### config.mk
export PLATFORM = sky130hd
export DESIGN_NAME = fifo_write_arbiter
export DESIGN_NICKNAME = d
export VERILOG_FILES = /design/src/rtl/fifo_arb_pkg.sv /design/src/rtl/rr_priority_pick.sv /design/src/rtl/fifo_write_arbiter.sv
export SDC_FILE = /design/constraint.sdc
export NUM_CORES = 1
export LEC_CHECK = 0
export BUFFER_PORTS_ARGS = -buffer_cell sky130_fd_sc_hd__buf_2
export CAP_MARGIN = 20
export CORE_MARGIN = 2
export CORE_UTILIZATION = 47
export CTS_CLUSTER_DIAMETER = 60
export DETAILED_ROUTE_END_ITERATION = 8
export GPL_TIMING_DRIVEN = 0
export MAX_ROUTING_LAYER = met4
export PLACE_DENSITY = 0.85
export SETUP_SLACK_MARGIN = 0.3
export SLEW_MARGIN = 40
export SYNTH_ARGS = -nofsm -noshare
export SYNTH_HDL_FRONTEND = slang
export SYNTH_HIERARCHICAL = 1
export SYNTH_SLANG_ARGS = --single-unit
### constraint.sdc
create_clock -name write_clk -period 5.84 [get_ports write_clk]
set_input_delay 0.584 -clock write_clk [delete_from_list [all_inputs] [get_ports write_clk]]
set_output_delay 0.584 -clock write_clk [all_outputs]
set_load 0.01 [all_outputs]
### src/rtl/fifo_arb_pkg.sv
// fifo_arb_pkg
//   Shared definitions for the asynFIFO write-port arbiter:
//   arbiter state encoding, statistics counter width and a clog2 helper
//   used to size the pointer and burst counters.
package fifo_arb_pkg;

  typedef enum logic {
    IDLE  = 1'b0,
    BURST = 1'b1
  } arb_state_e;

  localparam int STAT_WIDTH = 16;

  // Number of bits needed to hold values 0..value-1 (0 for value <= 1).
  function automatic int clog2(input int value);
    int result;
    int v;
    result = 0;
    v = value - 1;
    while (v > 0) begin
      result++;
      v = v >> 1;
    end
    return result;
  endfunction

endpackage

### src/rtl/rr_priority_pick.sv
// rr_priority_pick
//   Combinational round-robin selector. Starting at index ptr and wrapping
//   at num_req, returns the first set bit of req as a one-hot pick.
// Ports:
//   req        in   num_req  request vector
//   ptr        in   ptr_w    highest-priority index this round
//   pick       out  num_req  one-hot winner (zero when no request)
//   any_valid  out  1        at least one request present
module rr_priority_pick
  import fifo_arb_pkg::*;
#(
  parameter int num_req = 4,
  parameter int ptr_w   = 2
) (
  input  logic [num_req-1:0] req,
  input  logic [ptr_w-1:0]   ptr,
  output logic [num_req-1:0] pick,
  output logic               any_valid
);

  logic found;

  function automatic logic [ptr_w-1:0] wrap_idx(input logic [ptr_w-1:0] p, input int off);
    int s;
    s = int'(p) + off;
    if (s >= num_req) s = s - num_req;
    return ptr_w'(s);
  endfunction

  always_comb begin
    pick  = '0;
    found = 1'b0;
    for (int off = 0; off < num_req; off++) begin
      if (!found && req[wrap_idx(ptr, off)]) begin
        pick[wrap_idx(ptr, off)] = 1'b1;
        found = 1'b1;
      end
    end
  end

  assign any_valid = |req;

endmodule

### src/rtl/fifo_write_arbiter.sv
// fifo_write_arbiter
//   Shares the asynFIFO write port between num_req requesters using
//   round-robin arbitration with burst locking. The owner keeps the port
//   until it presents last or has transferred max_burst words. Everything
//   runs in the write_clk domain.
//
//   Optional build macro FIFO_ARB_STATS_EN adds per-requester saturating
//   accepted-word counters (stat_clear in, stat_words out).
//
// Ports:
//   write_clk, write_rst_n  clock, async active-low reset
//   req_valid/req_last      per-requester word valid / last-of-burst
//   req_data                packed words, requester i at [i*data_size +: data_size]
//   req_ready               per-requester accept strobe qualifier
//   grant                   one-hot current owner, zero when idle
//   fifo_full               asynFIFO full flag
//   write_en, write_data    asynFIFO write port
//   stat_clear, stat_words  (FIFO_ARB_STATS_EN only)
//
// state | meaning
// IDLE  | no owner; pick next requester round-robin from ptr
// BURST | grant held by owner; words flow while fifo not full
module fifo_write_arbiter
  import fifo_arb_pkg::*;
#(
  parameter int num_req   = 4,
  parameter int data_size = 8,
  parameter int max_burst = 4
) (
  input  logic                           write_clk,
  input  logic                           write_rst_n,
  input  logic [num_req-1:0]             req_valid,
  input  logic [num_req-1:0]             req_last,
  input  logic [num_req*data_size-1:0]   req_data,
  output logic [num_req-1:0]             req_ready,
  output logic [num_req-1:0]             grant,
  input  logic                           fifo_full,
  output logic                           write_en,
  output logic [data_size-1:0]           write_data
`ifdef FIFO_ARB_STATS_EN
  ,
  input  logic                           stat_clear,
  output logic [num_req*STAT_WIDTH-1:0]  stat_words
`endif
);

  localparam int PTR_W = clog2(num_req);
  // max_burst=1 would give a zero-width counter; keep one bit, it stays 0.
  localparam int CNT_W = (clog2(max_burst) > 0) ? clog2(max_burst) : 1;
  localparam logic [CNT_W-1:0] CNT_LAST = CNT_W'(max_burst - 1);

  arb_state_e           state_q, state_d;
  logic [num_req-1:0]   grant_q, grant_d;
  logic [CNT_W-1:0]     cnt_q, cnt_d;
  logic [PTR_W-1:0]     ptr_q, ptr_d;

  logic [num_req-1:0]   pick;
  logic                 any_valid;
  logic [PTR_W-1:0]     owner_idx;
  logic [PTR_W-1:0]     ptr_next;
  logic [data_size-1:0] owner_data;
  logic                 in_burst;
  logic                 owner_valid;
  logic                 owner_last;
  logic                 accept;
  logic                 burst_done;

  rr_priority_pick #(
    .num_req (num_req),
    .ptr_w   (PTR_W)
  ) u_pick (
    .req       (req_valid),
    .ptr       (ptr_q),
    .pick      (pick),
    .any_valid (any_valid)
  );

  always_comb begin
    owner_idx  = '0;
    owner_data = '0;
    for (int i = 0; i < num_req; i++) begin
      if (grant_q[i]) begin
        owner_idx  = PTR_W'(i);
        owner_data = req_data[i*data_size +: data_size];
      end
    end
  end

  assign ptr_next    = (owner_idx == PTR_W'(num_req - 1)) ? '0 : owner_idx + PTR_W'(1);
  assign in_burst    = (state_q == BURST);
  assign owner_valid = |(req_valid & grant_q);
  assign owner_last  = |(req_last & grant_q);
  assign accept      = in_burst & owner_valid & ~fifo_full;
  // last and the word limit may coincide; either ends the burst once.
  assign burst_done  = accept & (owner_last | (cnt_q == CNT_LAST));

  always_comb begin
    state_d = state_q;
    grant_d = grant_q;
    cnt_d   = cnt_q;
    ptr_d   = ptr_q;
    if (state_q == IDLE) begin
      if (any_valid) begin
        state_d = BURST;
        grant_d = pick;
        cnt_d   = '0;
      end
    end else begin
      if (burst_done) begin
        state_d = IDLE;
        grant_d = '0;
        cnt_d   = '0;
        ptr_d   = ptr_next;
      end else if (accept) begin
        cnt_d = cnt_q + CNT_W'(1);
      end
    end
  end

  always_ff @(posedge write_clk or negedge write_rst_n) begin
    if (!write_rst_n) begin
      state_q <= IDLE;
      grant_q <= '0;
      cnt_q   <= '0;
      ptr_q   <= '0;
    end else begin
      state_q <= state_d;
      grant_q <= grant_d;
      cnt_q   <= cnt_d;
      ptr_q   <= ptr_d;
    end
  end

  assign grant      = grant_q;
  assign req_ready  = (in_burst && !fifo_full) ? grant_q : '0;
  assign write_en   = accept;
  assign write_data = in_burst ? owner_data : '0;

`ifdef FIFO_ARB_STATS_EN
  logic [STAT_WIDTH-1:0] stat_q [num_req];
  logic [STAT_WIDTH-1:0] stat_d [num_req];

  always_comb begin
    for (int i = 0; i < num_req; i++) begin
      stat_d[i] = stat_q[i];
      if (stat_clear) begin
        stat_d[i] = '0;
      end else if (accept && grant_q[i] && (stat_q[i] != '1)) begin
        stat_d[i] = stat_q[i] + STAT_WIDTH'(1);
      end
    end
  end

  always_ff @(posedge write_clk or negedge write_rst_n) begin
    if (!write_rst_n) begin
      for (int i = 0; i < num_req; i++) stat_q[i] <= '0;
    end else begin
      for (int i = 0; i < num_req; i++) stat_q[i] <= stat_d[i];
    end
  end

  always_comb begin
    stat_words = '0;
    for (int i = 0; i < num_req; i++) begin
      stat_words[i*STAT_WIDTH +: STAT_WIDTH] = stat_q[i];
    end
  end
`endif

endmodule

==> reports/metrics.cfg <==
[power]
p_total_mw = 0.590
p_seq_share_pct = 20.5
power.share.clock_pct = 7.9
peakVddDrop_mv = 0.221
p_int_mw = 0.313
p_per_area_mw_per_mm2 = 420
power.leakage_nw = 0.735
comb_power_share_pct = 71.6
power_switching_share_pct = 46.9
netSwitchingPower_mw = 0.277

[floorplan]
die_w_microns = 51.3
num_io_pins = 60
fp.dieH_microns = 51.3
dieArea_sq_mm = 0.00263
initial_core_util_pct = 48.4
core_sq_mm = 0.00217
num_rows = 17

[timing]
setup_viol = 0
skew_ns = 0.000563
slew_headroom_pct = 70.8
hold_viol_final = 0
fin_setup_tns_ns = 0
worst_slew_pin_slew_ns = 0.438
period_share_pct = 40.5
period_minus_slack_ns = 2.37
max_freq_ghz = 0.422
rsz0062_at_grt = false
drv_slew = 0

[synthesis]
synth-edff-count = 0
yosys.area_share.simple_pct = 17.9
synth_top_family_by_area = compound AO/OA/AOI/OAI gates
synth_xor_xnor_area_share_pct = 0
synth_cells = 122
async_reset_ff_share_pct = 100
synth-seq-cells = 9
synth_compound_area_share_pct = 32.8
avgSynthCellArea_sq_um = 8.60
ys_types = 31
synth_area_sq_mm = 0.00105
synth-seq-area-share_pct = 21.5
synth_fa_ha_area_share_pct = 8.34
synth.net_count = 172
synthFlopType = dfrtp_1
muxShareOfSynthArea_pct = 12.4
ys.warnings.count = 6

[worst_setup_path]
crit_chain = nor2b_1 > clkbuf_1 > a221oi_1 > a21oi_1 > a22o_1 > buf_2
cp_num_buf_inv = 2
critPathCaptureType = primary output
cp-start-kind = flop
cp_slowest_cell = dfrtp_1
slowest_delay_ns = 0.46
required_ns = 5.26
critPathArrivalTime_ns = 1.78
crit_fanout = 7
crit_type = flop to primary output
cpLargestDelayFamily = compound AO/OA/AOI/OAI gates

[placed_design]
numPortBuffers = 59
dp_hpwl_microns = 2320
gp_congestion = 0.821

[route]
drcViolationCount = 0
wl_per_cell_microns = 14.0
num_vias = 1208
final_antenna_net_count = 0
drtPass1Iterations = 4
vias_per_cell = 5.67
routed_wirelength_microns = 2970
drt-initial-drc-count = 20

[layout]
multi_input_area_sq_um = 749
antenna_cells = 0
area_growth_syn_to_layout_pct = 34.0
seq_area_sq_um = 225
mostFrequentLayoutCells = buf_2, nand2_1, inv_1, a22o_1
nFillCells = 184
layout.nets = 236
layout-drive-gt1-share_pct = 39.5
layout_commonest_cell = buf_2

[clocking]
cts_buffers = 3
clk_latency_ns = 0.25
cts.sinks = 9
ctsResizeCount = 0
clock_path_buffers = 2
root_buffer = clkbuf_4
cts_tree = yes
clkTransAtPathRegs_ns = 0.06
post_cts_buffers = 0
h-tree-depth = 1
postCtsHoldBufs = 0

[outcome]
status = complete, no violations

[global_route]
grt_overflow_total = 0
antenna_found_initial = 0
grt_pass1_vias = 1100
grt_pass1_wl_microns = 4510
grt_max_degree = 11
grt_usage_pct = 22.6

[hold_path]
hold_class = input pin to asynchronous set/reset pin

[run]
maxCapViolations = 0

-- power groups by stage --
stage / Sequential, mW / Clock [mW] / Combinational, mW
final: 0.121 / 0.0466 / 0.423
after floorplan: 0.115 / 0 / 0.300
after global routing: 0.126 / 0.0528 / 0.461
after detailed placement: 0.121 / 0 / 0.419
after CTS: 0.120 / 0.0478 / 0.419
after global placement: 0.120 / 0 / 0.401
-- state kept, by name, indices dropped and copies added (netlist names) --
signal	flops
grant	4
in_burst	1
ptr_q	2
cnt_q	2
-- cell families (layout without fill, tap and decap cells) --
kind of cell / after synthesis / after routing
fa+ha+maj: 7 / 7
compound gates: 46 / 46
flops: 9 / 9
simple gates: 34 / 34
mux: 7 / 7
buf+inv: 19 / 82
-- per-stage QoR --
| step | std cells | utilization (%) | instance area, sq um | hold slack (ns) | setup WS (ns) |
|---|---|---|---|---|---|
| final | 213 | 64.8 | 1410 | 0.172 | 3.47 |
| after global routing | 213 | 64.8 | 1410 | 0.172 | 3.31 |
| after CTS | 213 | 64.8 | 1410 | 0.169 | 3.48 |
| after detailed placement | 209 | 63.6 | 1380 | 0.442 | 3.56 |
| after global placement | 209 | 63.6 | 1380 | 0.438 | 3.64 |
| after floorplan | 122 | - | 1050 | 0.288 | 3.84 |
-- layout make-up --
class,count,share of cell area (%)
clock buffer,4,1.87
inverter,13,3.47
buffer,6,1.87
sequential,9,16.0
multi-input combinational,94,53.3
timing repair buffer,59,21.0
tap,28,2.49
-- path summary, 6_finish.rpt --
| kind | cells after the start | endpoint | startpoint | slack [ns] |
|---|---|---|---|---|
| max | 6 | write_data[5] | grant[0]$_DFFE_PN0P_ | 3.47 |
| min | 1 | cnt_q[0]$_DFFE_PN0P_ | write_rst_n | 0.17 |
| max reg2reg | 7 | grant[2]$_DFFE_PN0P_ | ptr_q[0]$_DFFE_PN0P_ | 3.54 |
| min reg2reg | 1 | cnt_q[0]$_DFFE_PN0P_ | cnt_q[0]$_DFFE_PN0P_ | 0.51 |
| max in group asynchronous | 1 | grant[0]$_DFFE_PN0P_ | write_rst_n | 5.49 |
| min in group write_clk | 1 | cnt_q[0]$_DFFE_PN0P_ | cnt_q[0]$_DFFE_PN0P_ | 0.51 |
-- cell usage after synthesis (all sizes together), types with 2 or more instances --
library cell / n / area share (%)
a221o: 4 / 3.8
a221oi: 7 / 5.8
nor2: 3 / 1.1
mux2: 2 / 2.5
dfrtp: 9 / 21
and2: 5 / 3.0
mux4: 4 / 8.9
ha: 7 / 8.3
clkbuf: 5 / 1.8
a21oi: 10 / 5.1
o31ai: 2 / 1.4
nand2: 17 / 6.1
o21ai: 10 / 5.8
nand3: 2 / 0.95
nor2b: 2 / 1.2
inv: 13 / 4.6
a22o: 10 / 8.3
-- worst register-to-register path, delay by kind of cell (launching register included) --
kind	cells	cell delay, ns
mux	1	0.40
compound gates	2	0.30
buf+inv	1	0.12
flops	1	0.59
fa+ha+maj	1	0.35
simple gates	2	0.43
-- routing by layer --
metal  vias to the layer above  global-route usage (%)  wire length (microns)
li1                        586                       -                      -
met1                       553                    23.5                   1160
met2                        63                    43.1                   1500
met3                         6                    4.09                    268
met4                         0                    7.02                     43
met5                         -                       -                      0
(Power assumes the default switching activity.)
